`src/rtl/input_conditioner_pkg.sv`:
```
// Shared types and defaults for the input conditioner.
// State enum, default parameters and a counter width helper.
package input_conditioner_pkg;

    typedef enum logic [1:0] {
        S_LOW,
        S_CHK_HIGH,
        S_HIGH,
        S_CHK_LOW
    } state_t;

    localparam int N_CH_DEF        = 4;
    localparam int DEBOUNCE_P_DEF  = 300;
    localparam int HOLD_T_DEF      = 2000;
    localparam int SYNC_STAGES_DEF = 2;

    // Bits needed to hold 0..max_val; never narrower than one bit.
    function automatic int cnt_width(input int max_val);
        return (max_val < 1) ? 1 : $clog2(max_val + 1);
    endfunction

endpackage

```
`src/rtl/input_conditioner_debounce_channel.sv`:
```
// One conditioned input: synchronizer, debounce FSM, edge and hold pulses.
// A release glitch returns to S_HIGH without touching the hold counter.
module debounce_channel
    import input_conditioner_pkg::*;
#(
    parameter int DEBOUNCE_P  = DEBOUNCE_P_DEF,
    parameter int HOLD_T      = HOLD_T_DEF,
    parameter int SYNC_STAGES = SYNC_STAGES_DEF
) (
    input  logic clk,
    input  logic rst,
    input  logic din,
    output logic level,
    output logic rise,
    output logic fall,
    output logic hold
);

    localparam int DW = cnt_width(DEBOUNCE_P - 1);
    localparam int HW = cnt_width(HOLD_T);
    localparam logic [DW-1:0] CNT_LAST = DW'(DEBOUNCE_P - 1);
    localparam logic [HW-1:0] HOLD_MAX = HW'(HOLD_T);

    logic [SYNC_STAGES-1:0] sync_q;
    logic                   sync;
    state_t                 state_q, state_d;
    logic [DW-1:0]          cnt_q, cnt_d;
    logic [HW-1:0]          hcnt_q, hcnt_d;
    logic                   level_q, level_d;
    logic                   rise_q, fall_q, hold_q;
    logic                   hold_d;
    logic                   enter_high;

    assign sync = sync_q[SYNC_STAGES-1];

    // Synchronizer chain for the asynchronous raw input.
    always_ff @(posedge clk or negedge rst) begin
        if (!rst) sync_q <= '0;
        else      sync_q <= {sync_q[SYNC_STAGES-2:0], din};
    end

    // Debounce next-state: candidate level must hold for DEBOUNCE_P cycles.
    always_comb begin
        state_d = state_q;
        cnt_d   = cnt_q;
        unique case (state_q)
            S_LOW: begin
                if (sync) begin
                    state_d = S_CHK_HIGH;
                    cnt_d   = '0;
                end
            end
            S_CHK_HIGH: begin
                if (!sync) begin
                    state_d = S_LOW;
                    cnt_d   = '0;
                end else if (cnt_q == CNT_LAST) begin
                    state_d = S_HIGH;
                    cnt_d   = '0;
                end else begin
                    cnt_d = cnt_q + DW'(1);
                end
            end
            S_HIGH: begin
                if (!sync) begin
                    state_d = S_CHK_LOW;
                    cnt_d   = '0;
                end
            end
            S_CHK_LOW: begin
                if (sync) begin
                    state_d = S_HIGH;
                    cnt_d   = '0;
                end else if (cnt_q == CNT_LAST) begin
                    state_d = S_LOW;
                    cnt_d   = '0;
                end else begin
                    cnt_d = cnt_q + DW'(1);
                end
            end
            default: begin
                state_d = S_LOW;
                cnt_d   = '0;
            end
        endcase
    end

    // Level, hold counter and pulse qualification from the next state.
    always_comb begin
        level_d    = (state_d == S_HIGH) || (state_d == S_CHK_LOW);
        enter_high = (state_q == S_CHK_HIGH) && (state_d == S_HIGH);
        hcnt_d     = hcnt_q;
        if (enter_high)
            hcnt_d = '0;
        else if (level_q && (hcnt_q != HOLD_MAX))
            hcnt_d = hcnt_q + HW'(1);
        hold_d = (hcnt_d == HOLD_MAX) && (hcnt_q != HOLD_MAX);
    end

    // State, counters and registered outputs.
    always_ff @(posedge clk or negedge rst) begin
        if (!rst) begin
            state_q <= S_LOW;
            cnt_q   <= '0;
            hcnt_q  <= '0;
            level_q <= 1'b0;
            rise_q  <= 1'b0;
            fall_q  <= 1'b0;
            hold_q  <= 1'b0;
        end else begin
            state_q <= state_d;
            cnt_q   <= cnt_d;
            hcnt_q  <= hcnt_d;
            level_q <= level_d;
            rise_q  <= level_d & ~level_q;
            fall_q  <= ~level_d & level_q;
            hold_q  <= hold_d;
        end
    end

    assign level = level_q;
    assign rise  = rise_q;
    assign fall  = fall_q;
    assign hold  = hold_q;

endmodule

```
`src/rtl/input_conditioner.sv`:
```
// Multi-channel input conditioner top.
// Replicates one independent debounce channel per input bit.
module input_conditioner
    import input_conditioner_pkg::*;
#(
    parameter int N_CH        = N_CH_DEF,
    parameter int DEBOUNCE_P  = DEBOUNCE_P_DEF,
    parameter int HOLD_T      = HOLD_T_DEF,
    parameter int SYNC_STAGES = SYNC_STAGES_DEF
) (
    input  logic            clk,
    input  logic            rst,
    input  logic [N_CH-1:0] din,
    output logic [N_CH-1:0] level,
    output logic [N_CH-1:0] rise,
    output logic [N_CH-1:0] fall,
    output logic [N_CH-1:0] hold
);

    for (genvar i = 0; i < N_CH; i++) begin : g_ch
        debounce_channel #(
            .DEBOUNCE_P  (DEBOUNCE_P),
            .HOLD_T      (HOLD_T),
            .SYNC_STAGES (SYNC_STAGES)
        ) u_ch (
            .clk   (clk),
            .rst   (rst),
            .din   (din[i]),
            .level (level[i]),
            .rise  (rise[i]),
            .fall  (fall[i]),
            .hold  (hold[i])
        );
    end

endmodule

```
`config.mk`:
```
export PLATFORM = sky130hd
export DESIGN_NAME = input_conditioner
export DESIGN_NICKNAME = d
export VERILOG_FILES = /design/src/rtl/input_conditioner_pkg.sv /design/src/rtl/input_conditioner_debounce_channel.sv /design/src/rtl/input_conditioner.sv
export SDC_FILE = /design/constraint.sdc
export NUM_CORES = 1
export LEC_CHECK = 0
export ABC_AREA = 1
export CAP_MARGIN = 15
export CORE_MARGIN = 2
export CORE_UTILIZATION = 44
export DETAILED_ROUTE_END_ITERATION = 16
export HOLD_SLACK_MARGIN = 0.08
export PLACE_DENSITY_LB_ADDON = 0.15
export SYNTH_ARGS = -nofsm -noshare
export SYNTH_HDL_FRONTEND = slang
export SYNTH_SLANG_ARGS = --single-unit
```
`constraint.sdc`:
```
create_clock -name clk -period 2.7 [get_ports clk]
set_clock_uncertainty 0.05 [all_clocks]
set_input_delay 0.54 -clock clk [delete_from_list [all_inputs] [get_ports clk]]
set_output_delay 0.54 -clock clk [all_outputs]
set_load 0.03 [all_outputs]
```
Word-level counts from Yosys, hierarchy flattened. Index checks and enable logic that the tools add are counted.

Input bits: 6. Logic and storage cells: 180. Flip-flop bits (word level): 112. Output and inout port bits: 16.

Multiplexer cells: 60. Reduce and logical (&&, ||, !) cells: 24. $add $sub $neg: 8. Equality and inequality tests: 40. Bitwise logic cells: 16.

Operators by type and width (number): $mux W9 (20); $pmux W9 S4 (4); $mux W11 (8); $mux W2 (24); $add A11 B1 Y11 const B (4); $eq A11 B11 Y1 const B (4); $ne A11 B11 Y1 const B (4); $add A9 B1 Y9 const B (4); $eq A9 B9 Y1 const B (4); $eq A2 B2 Y1 const B (16); $pmux W2 S4 (4); $logic_and A1 B1 Y1 (12); $and A1 B1 Y1 (8); $eq A2 B1 Y1 const B (4); $logic_not A2 Y1 (4); $ne A2 B1 Y1 const B (4); $ne A2 B2 Y1 const B (4); $not A1 Y1 (8); $reduce_and A2 Y1 (4); $logic_or A1 B1 Y1 (4).

Logic depth before layout (Yosys ltp). Gate-level depths: netlist of run 1.

Word-level depth: 9. Gate-level depth with buffers: 14. Mapped depth without buffers: 13.

By module. From an unflattened synthesis of run 1, not the netlist that was laid out.

Cell total of the unflattened synthesis: 813. Area, all modules: 6338.6 sq um.

Modules (own cells, without submodules): debounce_channel (g_ch[1].u_ch ...) (instances 2, cells an instance 195, area an instance 1554.0 sq um); debounce_channel (g_ch[3].u_ch) (instances 1, cells an instance 215, area an instance 1645.3 sq um); debounce_channel (g_ch[0].u_ch) (instances 1, cells an instance 208, area an instance 1585.3 sq um).

Worst setup path after synthesis of run 1. OpenSTA, ideal clock, no wires.

Path type: register -> register. Start: register g_ch[1].u_ch.hcnt_q[0]. End: register g_ch[1].u_ch.hold_q. Clock period less this slack: 1.674 ns. Cell stages (with the launch flop): 13. Buffers on the path: 1. Slack: 1.026 ns. Setup time: 0.071 ns. Data arrival time: 1.552 ns. Cells stage by stage: dfrtp_1 inv_1 ha_1 nand2_1 nor2_2 nand3b_4 nand2_4 buf_6 nor2_1 xor2_1 nand2_1 nand3_1 nor2_1.

Word-level cells in the longest chain between the ends: 6. Elaborated cells between the ends (all ways): 7.

RTL lines: start: declaration (line input_conditioner_debounce_channel.sv:28) `logic [HW-1:0] hcnt_q, hcnt_d;`; start signal: assignment (line input_conditioner_debounce_channel.sv:113) `hcnt_q <= hcnt_d;`; branches (longest 5 deep; another with $add A11 B1 Y11); $logic_and A1 B1 Y1 (*) (line input_conditioner_debounce_channel.sv:97) `hold_d = (hcnt_d == HOLD_MAX) && (hcnt_q != HOLD_MAX);`; via g_ch[1].u_ch.hold_d (line input_conditioner_debounce_channel.sv:31) `logic hold_d;`; end signal: assignment (line input_conditioner_debounce_channel.sv:117) `hold_q <= hold_d;`; end: declaration (line input_conditioner_debounce_channel.sv:30) `logic rise_q, fall_q, hold_q;`.

Mark *: on every way through the listed nets, which the timed path passes. A chain may end at the register's enable or synchronous reset.

Worst setup path in the final report of run 1.
Start: register g_ch[1].u_ch.level_q. End: output port level[1].

RTL lines: start: declaration (line input_conditioner_debounce_channel.sv:29) `logic level_q, level_d;`; start signal: assignment (line input_conditioner_debounce_channel.sv:114) `level_q <= level_d;`; end: declaration (line input_conditioner.sv:14) `output logic [N_CH-1:0] level,`.

No word-level cell between the ends.

==> results of run 1 <==
sequential cells by signal (all words and copies together) (netlist names):
register / count
g_ch.u_ch.hcnt_q: 44
g_ch.u_ch.cnt_q: 36
g_ch.u_ch.state_q: 8
g_ch.u_ch.sync_q: 8
g_ch.u_ch.fall: 4
g_ch.u_ch.hold: 4
g_ch.u_ch.level: 4
g_ch.u_ch.rise: 4
report_power, final:
part           internal (uW)  leakage, uW  switching (uW)
clock network            655     0.000133             617
registers               1700      0.00153            16.5
logic                   27.8      0.00185            70.1
logic make-up (layout without fill, tap and decap cells):
logic type / Yosys count / after routing
xor gates and xnor gates: 26 / 26
buffers and inverters: 178 / 193
AOI/OAI and AO/OA: 70 / 70
and+or+nand+nor: 451 / 451
adders and majority gates: 12 / 12
DFF: 112 / 112
final cells by class:
type | count | area [sq um]
Tap cell | 184 | 230.2
Multi-Input combinational cell | 559 | 2834
Sequential cell | 112 | 2803
Clock buffer | 12 | 246.5
Timing Repair Buffer | 23 | 235.2
Fill cell | 1347 | 7412
Clock inverter | 4 | 30.03
Inverter | 154 | 578.1
routing by layer:
layer	share of wire (%)	track usage, %
met1	47	21.95
met2	47	28.38
met3	3.0	3.007
met4	2.2	7.601
met5	0	0
metrics by stage:
stage          utilization [%]  hold WS [ps]
6_report                 48.42         120.0
5_1_grt                  48.42         160.1
4_1_cts                  48.42         143.3
3_5_place_dp             46.49         287.3
3_3_place_gp             46.49         284.0
2_1_floorplan                -         194.4
placed cells by master (no fill, tap or decap), types with 3 or more instances in the layout:
master | synthesis | layout
o21ai_1 | 7 | 7
xnor2_1 | 6 | 6
nor3_2 | 5 | 5
a21oi_1 | 11 | 11
xor2_1 | 20 | 20
nor2_2 | 7 | 7
dfrtp_1 | 112 | 112
nand3_1 | 89 | 89
nand4_1 | 21 | 21
o22ai_1 | 14 | 14
nand2_1 | 201 | 201
clkdlybuf4s50_1 | 0 | 20
o21ai_0 | 27 | 27
nand3b_1 | 4 | 4
nor3_1 | 5 | 5
nand3_2 | 5 | 5
ha_1 | 12 | 12
clkbuf_16 | 0 | 9
inv_1 | 150 | 150
nand2_2 | 5 | 5
a22o_1 | 3 | 3
inv_2 | 4 | 4
nor2_1 | 97 | 97
nand2_4 | 3 | 3
worst max-delay path by stage:
stage | slack [ps] | endpoint
after floorplan | 1030 | g_ch[1].u_ch.hold
after global placement | 680 | g_ch[1].u_ch.hold
after detailed placement | 650 | g_ch[1].u_ch.hold
after CTS | 470 | level[1]
after global routing | 370 | g_ch[0].u_ch.hold
final | 510 | level[1]
==> impl_metrics.env, run 1 <==
export IMPL_synth_most_common_cell="nand2_1"
export IMPL_arrival_ps=1600
export IMPL_wl_per_cell_um=12.04
export IMPL_grt_pass1_vias=5106
export IMPL_setup_slack_ps=505.1
export IMPL_die_x_um=124.6
export IMPL_synth_common_cells="nand2_1 (201), inv_1 (150), dfrtp_1 (112), nor2_1 (97), nand3_1 (89)"
export IMPL_route_detailed_drc=0
export IMPL_htree_levels=3
export IMPL_maxCapViolCount=0
export IMPL_setup_violations=0
export IMPL_finalCriticalPeriod_ps=2195
export IMPL_ys_ff_latch=112
export IMPL_fmax_mhz=455.6
export IMPL_fin_nets=877
export IMPL_path_depth=1
export IMPL_cts_root_buf="clkbuf_16"
export IMPL_required_ps=2110
export IMPL_instances_no_fill=1048
export IMPL_drt_antenna_violating_nets=0
export IMPL_finalHoldViolCount=0
export IMPL_yosys_area_top_type="dfrtp_1"
export IMPL_period_share_pct=81.29
export IMPL_ctsResizeCount=0
export IMPL_synthSimpleGateAreaFrac_pct=32.06
export IMPL_synthToLayoutAreaGrowth_pct=8.679
export IMPL_cp_start_kind="register"
export IMPL_power_density_nw_per_um2=443.0
export IMPL_endpoint_kind="output port"
export IMPL_first_pass_iters=5
export IMPL_min_path_type="primary input to asynchronous set/reset pin"
export IMPL_cp_top_family="buffers and inverters"
export IMPL_grt_setup_unrepaired="no"
export IMPL_start_util_pct=44.55
export IMPL_r2r_start="g_ch[1].u_ch.hcnt_q[0]"
export IMPL_slew_viol_final=0
export IMPL_fp_row_count=44
export IMPL_crit_fanout=8
export IMPL_holdBufCountCts=0
export IMPL_fin_area_sq_um=6957
export IMPL_synthAdderAreaFrac_pct=2.346
export IMPL_grt_start_max_net_pins=43
export IMPL_worst_setup_path_type="register to output port"
export IMPL_numCtsBuffers=9
export IMPL_reg2reg_slack_ps=640
export IMPL_gr_total_overflow=0
export IMPL_yosysTopAreaCellShare_pct=43.78
export IMPL_drt_iter0_drc=445
export IMPL_gp_congestion=0.8651
export IMPL_dieArea_sq_um=15530
export IMPL_io_buffers=21
export IMPL_via_per_inst=5.014
export IMPL_ys_top_cells_by_area="dfrtp_1 (44%), nand2_1 (12%), inv_1 (8.8%)"
export IMPL_synth_compound_area_share_pct=6.314
export IMPL_numClockSinks=112
export IMPL_p_total_uw=3082
export IMPL_ys_warnings_count=0
export IMPL_cp_startpoint="g_ch[1].u_ch.level"
export IMPL_clk_latency_ps=360
export IMPL_worstReg2RegEnd="g_ch[1].u_ch.hold"
export IMPL_vias=5255
export IMPL_yosys_area_share_xor_xnor_pct=3.557
export IMPL_path_cells="clkdlybuf4s50_1"
export IMPL_netlist_instances=849
export IMPL_synth_edf_count=0
export IMPL_dp_cells=1032
export IMPL_async_flop_share_pct=100.0
export IMPL_crit_buf_inv=1
export IMPL_die_y_um=124.6
export IMPL_crit_slowest_cell="clkdlybuf4s50_1"
export IMPL_ys_flop_type="dfrtp_1"
export IMPL_syn_nets=867
export IMPL_rr_worst_depth=12
export IMPL_slew_headroom_pct=62.53
export IMPL_tns_ps=0
export IMPL_cts_buffer_depth=2
export IMPL_pre_cts_ws_ps=645.8
export IMPL_synth_area_sq_um=6401
export IMPL_detailed_place_hpwl_mm=9.222
export IMPL_antenna_found_initial=0
export IMPL_syn_area_per_cell_sq_um=7.540
export IMPL_placed_area_sq_um=6680
export IMPL_postCtsSetupRepairBufs=0
export IMPL_p_leak_uw=0.003511
export IMPL_drt_wl_total_mm=12.62
export IMPL_clk_pin_slew_ps=70
export IMPL_status="finished, final reports clean"
export IMPL_worst_pin_slew_ps=562.1
export IMPL_synth_cell_types=39
export IMPL_drive_gt1_share_pct=6.019
export IMPL_grt_pass1_wl_mm=22.36
export IMPL_tritoncts="done"
export IMPL_diodes=0
export IMPL_crit_path_max_incr_delay_ps=730
export IMPL_ir_worst_vdd_mv=0.2911
export IMPL_num_io_pins=22
export IMPL_fp_coreArea_sq_um=14370
export IMPL_synthMuxAreaShare_pct=0
export IMPL_ys_seq_area_share_pct=43.78
export IMPL_grtUsageTotal_pct=17.11
export IMPL_synth_top_family_by_area="simple AND/OR/NAND/NOR gates"
No activity file was read; power rests on OpenSTA's default activity.
==> run 2, diff against run 1 <==
clock period = 2.2 ns   (was 2.7 ns; I/O delays follow)
==> impl_metrics.env, run 2 (same netlist as run 1, synthesis figures left out) <==
export IMPL_met3_length_um=432
export IMPL_path_cells="clkdlybuf4s50_1"
export IMPL_cts_root_buf="clkbuf_16"
export IMPL_period_share_pct=94.80
export IMPL_crit_slowest_cell="clkdlybuf4s50_1"
export IMPL_top_layer_used="met4"
export IMPL_crit_path_max_incr_delay_ps=730
export IMPL_grtUsageTotal_pct=17.45
export IMPL_wl_per_cell_um=11.94
export IMPL_cts_buffer_depth=2
export IMPL_slew_headroom_pct=68.58
export IMPL_drt_iter0_drc=446
export IMPL_die_x_um=124.6
export IMPL_fillers=1384
export IMPL_gr_total_overflow=0
export IMPL_cp_top_family="buffers and inverters"
export IMPL_start_util_pct=44.55
export IMPL_grt_start_max_net_pins=37
export IMPL_finalHoldViolCount=0
export IMPL_final_cell_mix="nand2_1 (201), inv_1 (149), dfrtp_1 (111)"
export IMPL_detailed_place_hpwl_mm=9.244
export IMPL_status="finished, final reports clean"
export IMPL_via_per_inst=4.965
export IMPL_crit_buf_inv=1
export IMPL_hold_end="g_ch[3].u_ch.sync_q[1]"
export IMPL_fin_nets=884
export IMPL_drt_antenna_violating_nets=0
export IMPL_grt_pass1_wl_mm=22.84
export IMPL_finalCriticalPeriod_ps=2086
export IMPL_clk_latency_ps=360
export IMPL_drive_gt1_share_pct=7.233
export IMPL_numCtsBuffers=9
export IMPL_fmax_mhz=479.5
export IMPL_dieArea_sq_um=15530
export IMPL_maxCapViolCount=0
export IMPL_vias=5238
export IMPL_p_leak_uw=0.003589
export IMPL_fp_row_count=44
export IMPL_antenna_found_initial=0
export IMPL_arrival_ps=1600
export IMPL_tritoncts="done"
export IMPL_fp_coreArea_sq_um=14370
export IMPL_pre_cts_ws_ps=152.2
export IMPL_largest_reg_flops=44
export IMPL_min_delay_path_depth=0
export IMPL_htree_levels=3
export IMPL_drt_wl_total_mm=12.60
export IMPL_diodes=0
export IMPL_dp_cells=1038
export IMPL_ir_worst_vdd_mv=0.2954
export IMPL_min_path_type="register to register"
export IMPL_tns_ps=0
export IMPL_hp_start="g_ch[3].u_ch.sync_q[0]"
export IMPL_final_common_cell="nand2_1"
export IMPL_power_density_nw_per_um2=564.0
export IMPL_worst_setup_path_type="register to output port"
export IMPL_setup_slack_ps=114.3
export IMPL_first_pass_iters=5
export IMPL_slew_viol_final=0
export IMPL_wl_met2_mm=6.031
export IMPL_worst_pin_slew_ps=471.3
export IMPL_top_regs="g_ch.u_ch.hcnt_q (44), g_ch.u_ch.cnt_q (36)"
export IMPL_numClockSinks=112
export IMPL_worstReg2RegEnd="g_ch[0].u_ch.hold"
export IMPL_clk_pin_slew_ps=70
export IMPL_synthToLayoutAreaGrowth_pct=10.54
export IMPL_instances_no_fill=1055
export IMPL_cp_start_kind="register"
export IMPL_num_io_pins=22
export IMPL_fin_area_sq_um=7076
export IMPL_grt_setup_unrepaired="yes"
export IMPL_endpoint_kind="output port"
export IMPL_io_buffers=21
export IMPL_grt_pass1_vias=5255
export IMPL_required_ps=1710
export IMPL_p_total_uw=3991
export IMPL_crit_fanout=7
export IMPL_wirelength_met1_mm=5.856
export IMPL_placed_area_sq_um=6725
export IMPL_r2r_start="g_ch[0].u_ch.hcnt_q[0]"
export IMPL_gp_congestion=0.8886
export IMPL_rr_worst_depth=12
export IMPL_reg2reg_slack_ps=210
export IMPL_largest_register="g_ch.u_ch.hcnt_q"
export IMPL_setup_violations=0
export IMPL_die_y_um=124.6
export IMPL_route_detailed_drc=0
-- run 2: how the worst max path moves through the flow --
stage,startpoint,end,slack [ps],cells after the start
6_report,g_ch[2].u_ch.level,level[2],110,1
3_5_place_dp,g_ch[1].u_ch.hcnt_q[0],g_ch[1].u_ch.hold,150,12
2_1_floorplan,g_ch[1].u_ch.hcnt_q[0],g_ch[1].u_ch.hold,530,12
5_1_grt,g_ch[1].u_ch.cnt_q[1],g_ch[1].u_ch.hold,-10,9
4_1_cts,g_ch[2].u_ch.level,level[2],70,1
3_3_place_gp,g_ch[1].u_ch.hcnt_q[0],g_ch[1].u_ch.hold,190,12
-- run 2: worst reg2reg max path: stages, from the launching register on --
cell and delay (ps):
dfrtp_1 420, inv_1 100, ha_1 150, nand2_1 60, nor3_2 120, nand3_2 150, nand2_2 240, inv_1 160
nand2_1 120, nand2_1 50, o21ai_0 150, nand2_1 70, nor2_1 90
-- run 2: report_power, final --
group | total, uW | switching [uW] | internal [uW]
sequential | 2100 | 20.3 | 2080
combinational | 123 | 85.9 | 37.5
clock | 1770 | 761 | 1010
total | 3990 | 867 | 3120
-- run 2: routing by layer --
metal,vias up,GRT usage [%]
li1,2697,-
met1,2426,21.94
met2,99,29.54
met3,16,2.964
met4,0,7.733
met5,-,0
-- run 2: cell type report --
| class | instances | area, sq um | share of cell area, % |
|---|---|---|---|
| flip-flops and latches | 112 | 2804 | 39.63 |
| repair buffers | 30 | 292.8 | 4.138 |
| clock buffers | 10 | 229.0 | 3.236 |
| inverters | 154 | 578.1 | 8.170 |
| well taps | 184 | 230.2 | 3.254 |
| clock inverters | 6 | 91.34 | 1.291 |
| multi-input cells | 559 | 2850 | 40.28 |
-- run 2: what timing repair did --
item	in CTS	in global routing
setup buffers	0	0
hold buffers	1	0
hold endpoints to repair	29	0
setup endpoints to repair	0	2
gates resized for setup	0	6
-- run 2: per-stage QoR --
step | hold slack (ps) | utilization, %
2_1_floorplan | 94.41 | -
5_1_grt | 302.6 | 49.24
6_report | 296.2 | 49.24
3_5_place_dp | 285.6 | 46.80
3_3_place_gp | 281.2 | 46.80
4_1_cts | 300.9 | 49.10
==> run 3, diff against run 2 <==
CORE_UTILIZATION = 45   (was 44)
SKIP_CTS_REPAIR_TIMING = 1   (was not set)
==> impl_metrics.env, run 3 (same netlist as run 1, synthesis figures left out) <==
export IMPL_status="finished, final reports clean"
export IMPL_seqCellArea_sq_um=2803
export IMPL_dieArea_sq_um=15190
export IMPL_crit_slowest_cell="clkdlybuf4s50_1"
export IMPL_p_leak_uw=0.003543
export IMPL_cts_buffer_depth=2
export IMPL_antenna_found_initial=0
export IMPL_num_io_pins=22
export IMPL_fp_row_count=43
export IMPL_drt_iter0_drc=384
export IMPL_required_ps=1710
export IMPL_vias=5254
export IMPL_min_path_type="register to register"
export IMPL_first_pass_iters=5
export IMPL_crit_buf_inv=1
export IMPL_endpoint_kind="output port"
export IMPL_finalHoldViolCount=0
export IMPL_arrival_ps=1640
export IMPL_multi_input_area_sq_um=2839
export IMPL_p_total_uw=3699
export IMPL_gr_total_overflow=0
export IMPL_final_cell_mix="nand2_1 (201), inv_1 (150), dfrtp_1 (112)"
export IMPL_grt_pass1_wl_mm=21.91
export IMPL_synthToLayoutAreaGrowth_pct=9.500
export IMPL_worst_setup_path_type="register to output port"
export IMPL_clk_latency_ps=350
export IMPL_top_regs="g_ch.u_ch.hcnt_q (44), g_ch.u_ch.cnt_q (36)"
export IMPL_pwr_share_comb_pct=3.4
export IMPL_pre_cts_ws_ps=134.8
export IMPL_largest_register="g_ch.u_ch.hcnt_q"
export IMPL_grtUsageTotal_pct=17.90
export IMPL_grt_start_max_net_pins=37
export IMPL_gp_congestion=0.8750
export IMPL_crit_path_max_incr_delay_ps=740
export IMPL_numClockSinks=112
export IMPL_fin_nets=885
export IMPL_start_util_pct=46.12
export IMPL_io_buffers=21
export IMPL_grt_setup_unrepaired="yes"
export IMPL_drt_wl_total_mm=12.79
export IMPL_finalCriticalPeriod_ps=2125
export IMPL_fin_area_sq_um=7009
export IMPL_crit_fanout=8
export IMPL_worst_pin_slew_ps=447.0
export IMPL_route_detailed_drc=0
export IMPL_diodes=0
export IMPL_clk_pin_slew_ps=70
export IMPL_power_share_clock_pct=39.8
export IMPL_ir_worst_vdd_mv=0.3392
export IMPL_die_x_um=123.3
export IMPL_cp_start_kind="register"
export IMPL_htree_levels=3
export IMPL_p_int_uw=2878
export IMPL_drive_gt1_share_pct=6.552
export IMPL_fp_coreArea_sq_um=13880
export IMPL_maxCapViolCount=0
export IMPL_cts_root_buf="clkbuf_16"
export IMPL_setup_slack_ps=74.61
export IMPL_drt_antenna_violating_nets=0
export IMPL_fillers=1347
export IMPL_path_cells="clkdlybuf4s50_1"
export IMPL_tns_ps=0
export IMPL_wl_per_cell_um=12.18
export IMPL_fmax_mhz=470.5
export IMPL_largest_reg_flops=44
export IMPL_die_y_um=123.3
export IMPL_period_share_pct=96.61
export IMPL_cp_top_family="buffers and inverters"
export IMPL_numCtsBuffers=9
export IMPL_slew_viol_final=0
export IMPL_p_seq_share_pct=56.8
export IMPL_holdWs_ps=304.9
export IMPL_via_per_inst=5.004
export IMPL_placed_area_sq_um=6740
export IMPL_final_common_cell="nand2_1"
export IMPL_swShare_pct=22.19
export IMPL_slew_headroom_pct=70.09
export IMPL_switchingPower_uw=820.9
export IMPL_tritoncts="done"
export IMPL_detailed_place_hpwl_mm=9.515
export IMPL_grt_pass1_vias=4935
export IMPL_setup_violations=0
export IMPL_power_density_nw_per_um2=527.7
## run 3: cell types whose count changed in the layout (fill, tap and decap cells not counted), sizes merged
cell,before,now
clkinvlp,0,1
dlymetal6s2s,1,0
clkinv,3,2
buf,9,10
bufinv,2,0
inv,155,154
clkbuf,10,11
clkdlybuf4s50,19,20
## run 3: layout make-up
class                           instances  area share [%]
Timing Repair Buffer                   31           4.427
Multi-Input combinational cell        559           40.50
Sequential cell                       112           39.99
Clock inverter                          3          0.3035
Inverter                              154           8.247
Tap cell                              180           3.213
Clock buffer                           11           3.320
## run 3: final timing paths
kind	cells past startpoint	from	slack, ps	to
hold / removal	0	g_ch[2].u_ch.sync_q[0]	300	g_ch[2].u_ch.sync_q[1]
max in group asynchronous	3	rst	1000	g_ch[1].u_ch.hold
hold reg to reg	0	g_ch[2].u_ch.sync_q[0]	300	g_ch[2].u_ch.sync_q[1]
min in group asynchronous	2	rst	510	g_ch[1].u_ch.level
setup reg to reg	12	g_ch[1].u_ch.hcnt_q[0]	170	g_ch[1].u_ch.hold
setup / recovery	1	g_ch[1].u_ch.level	70	level[1]
## run 3: stage by stage
stage | util [%] | std cells
after floorplan | - | 849
after global placement | 48.56 | 1035
after detailed placement | 48.56 | 1035
after CTS | 50.39 | 1049
after global routing | 50.50 | 1050
final | 50.50 | 1050
## run 3: power by group through the flow
stage / registers (uW) / clock network (uW) / logic [uW]
3_5_place_dp: 2140 / 0 / 130
6_report: 2100 / 1470 / 125
2_1_floorplan: 2140 / 0 / 52.3
4_1_cts: 2100 / 1520 / 130
5_1_grt: 2100 / 1600 / 148
3_3_place_gp: 2140 / 0 / 125
## run 3: per-layer routing
metal | up-vias | global-route usage (%) | part of all wire, %
met2 | 78 | 30.22 | 49
met4 | 0 | 6.250 | 1.3
li1 | 2686 | - | -
met1 | 2479 | 23.42 | 47
met3 | 11 | 2.721 | 2.8
met5 | - | 0 | 0
